$ cat src/rtl/add_acc_stage_if.sv
// rtl/add_acc_stage_if.sv - operand and result stream bundle for add_acc_stage
interface add_acc_stage_if #(
  parameter int DATA_WIDTH = 4
);
  logic [DATA_WIDTH-1:0] din_data;
  logic                  din_vld;
  logic                  din_rd;
  logic [DATA_WIDTH-1:0] dout_data;
  logic                  dout_ovf;
  logic                  dout_vld;
  logic                  dout_rd;

  // Producer of operands and consumer of results
  modport master (
    output din_data, din_vld, dout_rd,
    input  din_rd, dout_data, dout_ovf, dout_vld
  );

  // The accumulator stage itself
  modport slave (
    input  din_data, din_vld, dout_rd,
    output din_rd, dout_data, dout_ovf, dout_vld
  );
endinterface

$ cat src/rtl/add_acc_stage.sv
// rtl/add_acc_stage.sv - block accumulator (optional ADD_ACC_SATURATE_EN clamps on carry-out)
module add_acc_stage #(
  parameter int DATA_WIDTH = 4,
  parameter int BLOCK_LEN  = 4
) (
  input  logic            clk,
  input  logic            rst_n,
  input  logic            clr,
  add_acc_stage_if.slave  bus
);

  localparam int CNT_W = $clog2(BLOCK_LEN + 1);
  localparam logic [CNT_W-1:0] LAST_CNT = CNT_W'(BLOCK_LEN - 1);
  localparam logic [CNT_W-1:0] CNT_ONE  = CNT_W'(1);

  typedef enum logic {
    ST_ACC,
    ST_EMIT
  } state_t;

  state_t                state_q;
  state_t                state_d;
  logic [DATA_WIDTH-1:0] acc_q;
  logic                  ovf_q;
  logic [CNT_W-1:0]      cnt_q;
  logic [DATA_WIDTH-1:0] res_data_q;
  logic                  res_ovf_q;

  logic                  din_rd_c;
  logic                  dout_vld_c;
  logic                  accept;
  logic                  xfer;
  logic                  last;
  logic [DATA_WIDTH-1:0] sum;
  logic                  co;
  logic [DATA_WIDTH-1:0] acc_nxt;
  logic                  ovf_nxt;

  assign last = (cnt_q == LAST_CNT);

  // Ripple-carry chain: acc + din + 0, one full adder per bit
  always_comb begin
    logic c;
    c   = 1'b0;
    sum = '0;
    for (int i = 0; i < DATA_WIDTH; i++) begin
      sum[i] = acc_q[i] ^ bus.din_data[i] ^ c;
      c      = (acc_q[i] & bus.din_data[i]) | (c & (acc_q[i] ^ bus.din_data[i]));
    end
    co = c;
  end

  // Accumulator update: wrap by default, clamp to all-ones on carry when saturating
  always_comb begin
`ifdef ADD_ACC_SATURATE_EN
    acc_nxt = co ? {DATA_WIDTH{1'b1}} : sum;
`else
    acc_nxt = sum;
`endif
    ovf_nxt = ovf_q | co;
  end

  // State register
  always_ff @(posedge clk or negedge rst_n) begin
    if (!rst_n) begin
      state_q <= ST_ACC;
    end else begin
      state_q <= state_d;
    end
  end

  // Next state and handshake outputs; clr overrides everything
  always_comb begin
    state_d    = state_q;
    din_rd_c   = 1'b0;
    dout_vld_c = 1'b0;
    accept     = 1'b0;
    xfer       = 1'b0;
    case (state_q)
      ST_ACC: begin
        din_rd_c = rst_n & ~clr;
        accept   = bus.din_vld & din_rd_c;
        if (accept && last) begin
          state_d = ST_EMIT;
        end
      end
      ST_EMIT: begin
        dout_vld_c = 1'b1;
        xfer       = bus.dout_rd & ~clr;
        if (xfer) begin
          state_d = ST_ACC;
        end
      end
      default: state_d = ST_ACC;
    endcase
    if (clr) begin
      state_d = ST_ACC;
    end
  end

  // Running sum, sticky overflow, sample count and the held block result
  always_ff @(posedge clk or negedge rst_n) begin
    if (!rst_n) begin
      acc_q      <= '0;
      ovf_q      <= 1'b0;
      cnt_q      <= '0;
      res_data_q <= '0;
      res_ovf_q  <= 1'b0;
    end else if (clr) begin
      acc_q <= '0;
      ovf_q <= 1'b0;
      cnt_q <= '0;
    end else if (accept) begin
      acc_q <= acc_nxt;
      ovf_q <= ovf_nxt;
      if (last) begin
        cnt_q      <= '0;
        res_data_q <= acc_nxt;
        res_ovf_q  <= ovf_nxt;
      end else begin
        cnt_q <= cnt_q + CNT_ONE;
      end
    end else if (xfer) begin
      acc_q <= '0;
      ovf_q <= 1'b0;
    end
  end

  assign bus.din_rd    = din_rd_c;
  assign bus.dout_vld  = dout_vld_c;
  assign bus.dout_data = res_data_q;
  assign bus.dout_ovf  = res_ovf_q;

endmodule

$ cat src/flat_wrapper.sv
// flat-port wrapper written by rule: the top's interface ports become plain ports
module add_acc_stage_flat 
#(
  parameter int DATA_WIDTH = 4,
  parameter int BLOCK_LEN  = 4
)
  (clk, rst_n, clr, bus_din_data, bus_din_vld, bus_dout_rd, bus_din_rd, bus_dout_data, bus_dout_ovf, bus_dout_vld);
  add_acc_stage_if #(.DATA_WIDTH(DATA_WIDTH)) bus_i ();
  input  logic clk;
  input  logic rst_n;
  input  logic clr;
  input wire logic [$bits(bus_i.din_data)-1:0] bus_din_data;
  input wire logic [$bits(bus_i.din_vld)-1:0] bus_din_vld;
  input wire logic [$bits(bus_i.dout_rd)-1:0] bus_dout_rd;
  output wire logic [$bits(bus_i.din_rd)-1:0] bus_din_rd;
  output wire logic [$bits(bus_i.dout_data)-1:0] bus_dout_data;
  output wire logic [$bits(bus_i.dout_ovf)-1:0] bus_dout_ovf;
  output wire logic [$bits(bus_i.dout_vld)-1:0] bus_dout_vld;
  assign bus_i.din_data = bus_din_data;
  assign bus_i.din_vld = bus_din_vld;
  assign bus_i.dout_rd = bus_dout_rd;
  assign bus_din_rd = bus_i.din_rd;
  assign bus_dout_data = bus_i.dout_data;
  assign bus_dout_ovf = bus_i.dout_ovf;
  assign bus_dout_vld = bus_i.dout_vld;
  add_acc_stage #(.DATA_WIDTH(DATA_WIDTH), .BLOCK_LEN(BLOCK_LEN)) u_core (.clk(clk), .rst_n(rst_n), .clr(clr), .bus(bus_i));
endmodule
$ cat config.mk
export PLATFORM = sky130hd
export DESIGN_NAME = add_acc_stage_flat
export DESIGN_NICKNAME = d
export VERILOG_FILES = /design/src/rtl/add_acc_stage_if.sv /design/src/rtl/add_acc_stage.sv /design/src/flat_wrapper.sv
export SDC_FILE = /design/constraint.sdc
export NUM_CORES = 1
export LEC_CHECK = 0
export CAP_MARGIN = 10
export CORE_MARGIN = 3
export CORE_UTILIZATION = 51
export CTS_CLUSTER_SIZE = 12
export DETAILED_ROUTE_END_ITERATION = 8
export PLACE_DENSITY_LB_ADDON = 0.05
export SYNTH_ARGS = -nofsm -noshare
export SYNTH_HDL_FRONTEND = slang
export SYNTH_SLANG_ARGS = --single-unit
$ cat constraint.sdc
create_clock -name clk -period 4.5 [get_ports clk]
set_input_delay 0.45 -clock clk [delete_from_list [all_inputs] [get_ports clk]]
set_output_delay 0.45 -clock clk [all_outputs]
set_load 0.01 [all_outputs]
* After elaboration in Yosys (flattened, before gate mapping)
Cells that the tools add are included.
W data, S select, Z words.
** Operators by class
- Mux-type cells :: 17
- Bitwise logic cells :: 23
- Add/subtract/negate cells :: 1
- Equal/unequal tests :: 1
- Reductions and logical operators :: 4
** Operators with widths (number)
- $mux W4 :: 3
- $and A1 B1 Y1 :: 10
- $mux W1 :: 10
- $mux W3 :: 3
- $xor A1 B1 Y1 :: 7
- $or A1 B1 Y1 :: 4
- $add A3 B1 Y3 const B :: 1
- $eq A3 B2 Y1 const B :: 1
- $reduce_and A3 Y1 :: 1
- $reduce_bool A3 Y1 :: 1
- $not A1 Y1 :: 2
- $pmux W1 S2 :: 1
- $reduce_bool A2 Y1 :: 1
- $logic_and A1 B1 Y1 :: 1
** Storage, ports and cells
- Input port bits :: 9
- Logic and storage cells :: 52
- Output and inout bits :: 7
- Flip-flop bits (word level) :: 14

* Depth between registers and ports, before layout
- Word-level depth :: 10
- Depth in mapped cells :: 7
- Depth with buffers taken out :: 7

* Worst setup path before layout
Ideal clock, no wire load.
- Path type :: input to register
- Start point :: input port bus_din_data[0]
- End point :: register u_core.res_data_q[3] (netlist: u_core.bus.dout_data[3])
- Buffers on the path :: 0
- Cell stages on the path :: 6
- Slack :: 2.642 ns
- Required time :: 4.417 ns
- Arrival time :: 1.776 ns
- Setup time :: 0.083 ns
- Cells stage by stage :: ha_1 > fa_1 > inv_1 > fa_1 > fa_1 > o21ai_0
** On the way
- Cells in the longest elaborated chain, start to end :: 6
** RTL lines
- start, declared :: line flat_wrapper.sv:12 : input wire logic [$bits(bus_i.din_data)-1:0] bus_din_data;
- $and A1 B1 Y1 (2 in a row) :: line add_acc_stage.sv:48 : c = (acc_q[i] & bus.din_data[i]) | (c & (acc_q[i] ^ bus.din_data[i]));
- $or A1 B1 Y1 :: line add_acc_stage.sv:48
- $and A1 B1 Y1 :: line add_acc_stage.sv:48
- $or A1 B1 Y1 :: line add_acc_stage.sv:48
- $xor A1 B1 Y1 :: line add_acc_stage.sv:47 : sum[i] = acc_q[i] ^ bus.din_data[i] ^ c;
- end signal, assigned :: line add_acc_stage.sv:118 : res_data_q <= acc_nxt;
- end, declared :: line add_acc_stage.sv:26 : logic [DATA_WIDTH-1:0] res_data_q;
Every way passes these cells.
A chain may end at the register's enable or synchronous reset.

* Worst setup path after layout
- Start point :: input port rst_n
- End point :: output port bus_din_rd
** On the way
- Cells in the longest elaborated chain, start to end :: 2
** RTL lines
- start, declared :: line flat_wrapper.sv:10 : input logic rst_n;
- $and A1 B1 Y1 :: line add_acc_stage.sv:81 : din_rd_c = rst_n & ~clr;
- $mux W1 :: line add_acc_stage.sv:79 : case (state_q)
- end, declared :: line flat_wrapper.sv:15 : output wire logic [$bits(bus_i.din_rd)-1:0] bus_din_rd;
Every way passes these cells.

==> results by group <==
Timing
  • Count of final setup violators: 0
  • Tcrit/Tclk final: 59.4%
  • Hold Fails Final Rpt: 0
  • Clock skew: about 1.4 ps
  • Total negative slack: 0 ps
  • Slack of the critical path: 1830 ps
  • Max_slew headroom: 51.3%
  • Tmin final: 2670 ps
  • Least-Margin Pin Slew: roughly 730 ps
  • F_max: around 370 MHz
  • RSZ-0062 raised after global routing: no
  • Max Slew Vio Count: 0

Job
  • MaxCap Viol Count: 0

Routing
  • DRT iter0 DRCs: 5
  • Final wirelength: 1370 µm
  • DR DRC count: 0
  • Vias per cell: 5.51
  • DR vias: 496
  • Wire per inst: 15.2 µm
  • Post-DRT Antenna Nets: 0
  • Pre-antenna DRT Iters: 4

CTS
  • Num CTS Buffers: 3
  • PostCTS Resize Cnt: 0
  • Setup bufs post-CTS: 0
  • Root Buffer: clkbuf_4
  • Clock slew at reported path FFs: 70 ps
  • # clock sinks: 14
  • Worst-Skew Late Latency: about 270 ps
  • Max Root-Sink Buffers: 2
  • CTS tree: yes
  • CTS Hold Bufs: 0
  • Depth of the CTS H-tree: 1

Global route
  • GRT overflow: 0
  • Initial antenna violation count: 0
  • First-pass GRT wire length: 2350 µm
  • Number of global-route vias before repair: 502
  • Pin count of the biggest net entering global routing: 19
  • GRT Total Usage: between 10% and 20%

Synth
  • Syn Nets: 72
  • Netlist cell types: 23
  • Yosys reg bits: 14
  • Sequential area share after synthesis: 49.2%
  • Yosys warns: 0
  • Syn Inst Count: just under 60
  • Top cell type's share of synthesized area: 49.2%
  • Average cell area after synthesis: 12.3 µm²
  • Main area contributors after synthesis: dfrtp_1 49%, fa_1 8.4%, o21ai_0 4.2%
  • Cell area after synthesis: ~710 µm²
  • Leading area contributor after synthesis: dfrtp_1

Layout
  • Commonest non-fill, non-tap cells in the layout: 15 x clkdlybuf4s50_1, 14 x dfrtp_1, 6 x inv_1, 6 x o21ai_0
  • Layout cell share with drive strength beyond 1: about 14%
  • N_diodes: 0
  • Core Util, Final: 75.1%
  • P&R area growth vs syn: 26.7%
  • Post-route insts no fill: 90
  • Leading cell type in the layout, fill and taps excluded: clkdlybuf4s50_1
  • Design area: about 900 µm²
  • Fill cells: 89
  • Nets@finish: about 90

Place
  • Port Buf Inserts: 15
  • Worst slack, placed: around 1800 ps
  • Dpl hpwl: 1030 µm
  • Placed Instance Area: 880 µm²
  • Placed cells: slightly below 90
  • Gpl congestion: 0.667

Pwr
  • Power Density: 274 nW/µm²
  • Sequential power share: 55.2%
  • Leakage: 0.403 nW
  • Logic pwr share: 17.4%
  • P_int: 0.187 mW
  • Clock power frac: 27.4%
  • VDD IR max: 0.220 mV
  • Net Switching: between 0.05 and 0.06 mW
  • Sw Ratio: 24.2%

Worst setup path
  • WP buf/inv: 2
  • Worst EP required: ~4100 ps
  • Worst Setup End Kind: output port
  • Critical-path top delay cell: clkdlybuf4s50_1
  • Critical path class: in2out
  • Max stage delay on crit path: 940 ps
  • Crit Path Max Fanout: 18
  • Cell breakdown of the critical path: clkdlybuf4s50_1, nor3b_1, clkdlybuf4s50_1
  • Arrival time worst endpoint: between 2000 and 2500 ps
  • Startpoint Class: input port
  • Worst path most repeated cell: clkdlybuf4s50_1
  • Delay-heaviest family, CP: buffers and inverters

Floorplanning
  • I/O pin total: 16
  • Initial Util: 59.3%
  • Core ar.: 1200 µm²
  • Die H: 43.4 µm
  • FP Rows: 12
  • Die area: between 1500 and 2000 µm²
  • Chip Width: 43.4 µm

Min path
  • Hold Path Class: reg2reg

Status
  • Run status: complete, no violations
[kinds of logic after synthesis]
kind of cell,Yosys count,synth area share (%)
DFF,14,49.2
buffers and inverters,6,3.16
muxes,2,4.22
and+or+nand+nor,15,16.7
adders and majority gates,5,12.0
AOI/OAI and AO/OA,16,14.8
[cell usage after synthesis]
cell type / n
a21oi_1: 3
a22o_2: 2
and4bb_4: 1
dfrtp_1: 14
fa_1: 3
ha_1: 2
inv_1: 6
mux2_4: 2
nand2_1: 2
nand2b_1: 1
nand2b_4: 2
nand3_1: 2
nand3b_1: 1
nand4bb_1: 1
nor2_1: 1
nor2b_1: 1
nor3b_1: 1
o21a_1: 2
o21ai_0: 6
o2bb2ai_1: 2
o31ai_1: 1
or2b_1: 1
or3_2: 1
[worst reg2reg max path: stages (launching register included)]
cell and delay, ps:
dfrtp_1 360, ha_1 170, fa_1 160, inv_1 50
fa_1 380, fa_1 390, nor2b_1 140, o21ai_0 150
[power groups by stage]
stage	sequential [mW]	clock, mW	combinational (mW)
floorplan	0.139	0	0.0196
global placement	0.138	0	0.0419
detailed placement	0.139	0	0.0432
CTS	0.136	0.0697	0.0435
global route	0.137	0.0782	0.0480
finish	0.136	0.0676	0.0429
[per-stage QoR]
stage,hold WS (ps),power [mW]
2_1_floorplan,154,0.159
3_3_place_gp,474,0.180
3_5_place_dp,481,0.182
4_1_cts,498,0.249
5_1_grt,522,0.263
6_report,495,0.247
[state kept, by name (all words and copies together), names as in the netlist]
name,count
u_core.cnt_q,3
u_core.bus.dout_data,4
u_core.state_q,1
u_core.acc_q,4
u_core.bus.dout_ovf,1
u_core.ovf_q,1
[worst paths after layout]
kind | startpoint | slack (ps) | end | cells after the start
max in group asynchronous | rst_n | 3440 | u_core.bus.dout_ovf | 1
worst min-delay path | u_core.acc_q[3] | 500 | u_core.acc_q[3] | 1
worst max register to register | u_core.acc_q[0] | 2610 | u_core.bus.dout_ovf | 7
worst max-delay path | rst_n | 1830 | bus_din_rd | 3
worst min register to register | u_core.acc_q[3] | 500 | u_core.acc_q[3] | 1
min in group asynchronous | rst_n | 600 | u_core.bus.dout_data[0] | 1
[per-layer routing]
metal  track usage, %  share of wire, %
met1             21.9                46
met2             26.8                47
met3             7.47               6.0
met4             5.42              0.44
met5                0                 0
[cell type report]
cell class	count	area, µm²	share of cell area, %
Tap cell	14	17.5	1.94
Timing Repair Buffer	15	150	16.6
Inverter	6	22.5	2.50
Sequential cell	14	350	38.8
Multi-Input combinational cell	38	339	37.6
Clock buffer	3	22.5	2.50
No activity file was read; power rests on OpenSTA's default activity.
==> RTL change: new RTL, config.mk and constraints unchanged <==
`DATA_WIDTH` is set to 4 in 3 places; all go to 3.
--- a/src/rtl/add_acc_stage_if.sv
+++ b/src/rtl/add_acc_stage_if.sv
@@ -1,6 +1,6 @@
 // rtl/add_acc_stage_if.sv - operand and result stream bundle for add_acc_stage
 interface add_acc_stage_if #(
-  parameter int DATA_WIDTH = 4
+  parameter int DATA_WIDTH = 3
 );
   logic [DATA_WIDTH-1:0] din_data;
   logic                  din_vld;
--- a/src/rtl/add_acc_stage.sv
+++ b/src/rtl/add_acc_stage.sv
@@ -1,6 +1,6 @@
 // rtl/add_acc_stage.sv - block accumulator (optional ADD_ACC_SATURATE_EN clamps on carry-out)
 module add_acc_stage #(
-  parameter int DATA_WIDTH = 4,
+  parameter int DATA_WIDTH = 3,
   parameter int BLOCK_LEN  = 4
 ) (
   input  logic            clk,
--- a/src/flat_wrapper.sv
+++ b/src/flat_wrapper.sv
@@ -1,7 +1,7 @@
 // flat-port wrapper written by rule: the top's interface ports become plain ports
 module add_acc_stage_flat 
 #(
-  parameter int DATA_WIDTH = 4,
+  parameter int DATA_WIDTH = 3,
   parameter int BLOCK_LEN  = 4
 )
   (clk, rst_n, clr, bus_din_data, bus_din_vld, bus_dout_rd, bus_din_rd, bus_dout_data, bus_dout_ovf, bus_dout_vld);
Ports: changed (resized bus_din_data and bus_dout_data); port bits go from 16 to 14. The function was not compared with the original's and may differ.
==> RTL change against the unedited design <==
Die area fell by 14%. Design area fell by 15%. Maximum frequency rose by 3.2%. Power fell by 13%. Critical path depth did not move. Count of clock-buffer cells in the layout did not move. Worst setup slack improved by 0.083 ns. Via count fell by 9.1%. Routed wire length fell by 20%. Largest cell class unchanged. Clock power fell by 6.2%. Synthesized area fell by 16%. First-iteration DRC count did not move. Sequential cell count fell by 2.
==> RTL change: results (changes against the unedited design) <==
| Metric | Value |
|---|---|
| Status | complete, no violations |
| Vias | 451 (-9.1%) |
| Commonest cells in the netlist | 12 x dfrtp_1, 6 x inv_1, 5 x o21ai_0 |
| First-pass GRT wire length | 1.94 mm (-17%) |
| Slew headroom | 58.1% (+6.9 points) |
| Placed Area | 746 um2 (-15%) |
| Worst-path fanout max | 16 (-2) |
| Dpl cells | 78 (-10%) |
| Layout cells sized above 1 | 8.82% (-5.7 points) |
| Nets@finish | 82 (-11%) |
| Gate count after technology mapping | 52 (-10%) |
| Syn Nets | 64 (-11%) |
| Synth area leaders | dfrtp_1 50%, fa_1 6.7%, ha_1 4.2%, o21ai_0 4.2%, inv_1 3.8% |
| Gpl congestion | 0.672 (+0.81%) |
| GRT Util Overall | 19.1% (+1.8 points) |
| Number of global-route vias before repair | 476 (-5.2%) |
| Hold Startpoint | u_core.ovf_q |
| Max VDD drop | 0.203 mV (-7.8%) |
| Worst slack, placed | 1.86 ns (+0.0419 ns) |
| Combinational power share | 16.3% (-1.1 points) |
| M1 GR Usage | 21.9% (+0.041 points) |
| P_seq | 0.000116 W (-15%) |
| Async S/R FF share, synth | 100% (unchanged) |
| Avg Vias per Cell | 5.57 (+1.0%) |
| DR iter-0 viols | 5 (unchanged) |
| WP data arrival | 2.14 ns (-0.08 ns) |
| GRT met2 Usage | 31.1% (+4.2 points) |
| Leak Pwr | 0.342 nW (-15%) |
| Largest net degree at the start of global routing | 17 (-2) |
| Post-DR wirelength/cell | 13.5 um (-11%) |
| Met3 Use GR | 5.00% (-2.5 points) |
RTL change: cell types whose count changed after synthesis, moves of 2 or more:
cell / delta
a22o_2: -2
o21ai_1: +2
dfrtp_1: -2
nand2b_1: +2
RTL change: layout make-up:
| type | count | area (um2) |
|---|---|---|
| inverters | 6 | 22.5 |
| multi-input cells | 34 | 277 |
| repair buffers | 13 | 130 |
| well taps | 13 | 16.3 |
| flip-flops and latches | 12 | 300 |
| clock buffers | 3 | 22.5 |
| fillers | 80 | 250 |
RTL change: worst max-delay path, cell delays in order:
cell and delay (ns):
clkdlybuf4s50_1 0.87, nor3b_1 0.25, clkdlybuf4s50_1 0.56
RTL change: layer usage:
metal,part of all wire [%],wire [um],up-vias
met2,47,516,13
li1,-,-,221
met4,2.7,30,0
met5,0,0,-
met3,6.0,66,4
met1,44,484,213
RTL change: kinds of logic (layout without fill, tap and decap cells):
| logic type | count (synthesis) | count (layout) | synth area share [%] |
|---|---|---|---|
| adders and majority gates | 4 | 4 | 10.9 |
| DFF | 12 | 12 | 50.1 |
| AOI/OAI and AO/OA | 15 | 15 | 15.7 |
| and+or+nand+nor | 14 | 14 | 17.1 |
| muxes | 1 | 1 | 2.50 |
| buffers and inverters | 6 | 22 | 3.76 |
RTL change: final timing paths:
| path | endpoint | slack (ns) | cells past startpoint |
|---|---|---|---|
| setup / recovery | bus_din_rd | 1.91 | 3 |
| hold / removal | u_core.ovf_q | 0.50 | 1 |
| setup reg to reg | u_core.bus.dout_ovf | 2.89 | 6 |
| hold reg to reg | u_core.ovf_q | 0.50 | 1 |
| max in group asynchronous | u_core.bus.dout_data[0] | 3.53 | 1 |
| min in group asynchronous | u_core.state_q | 0.57 | 1 |
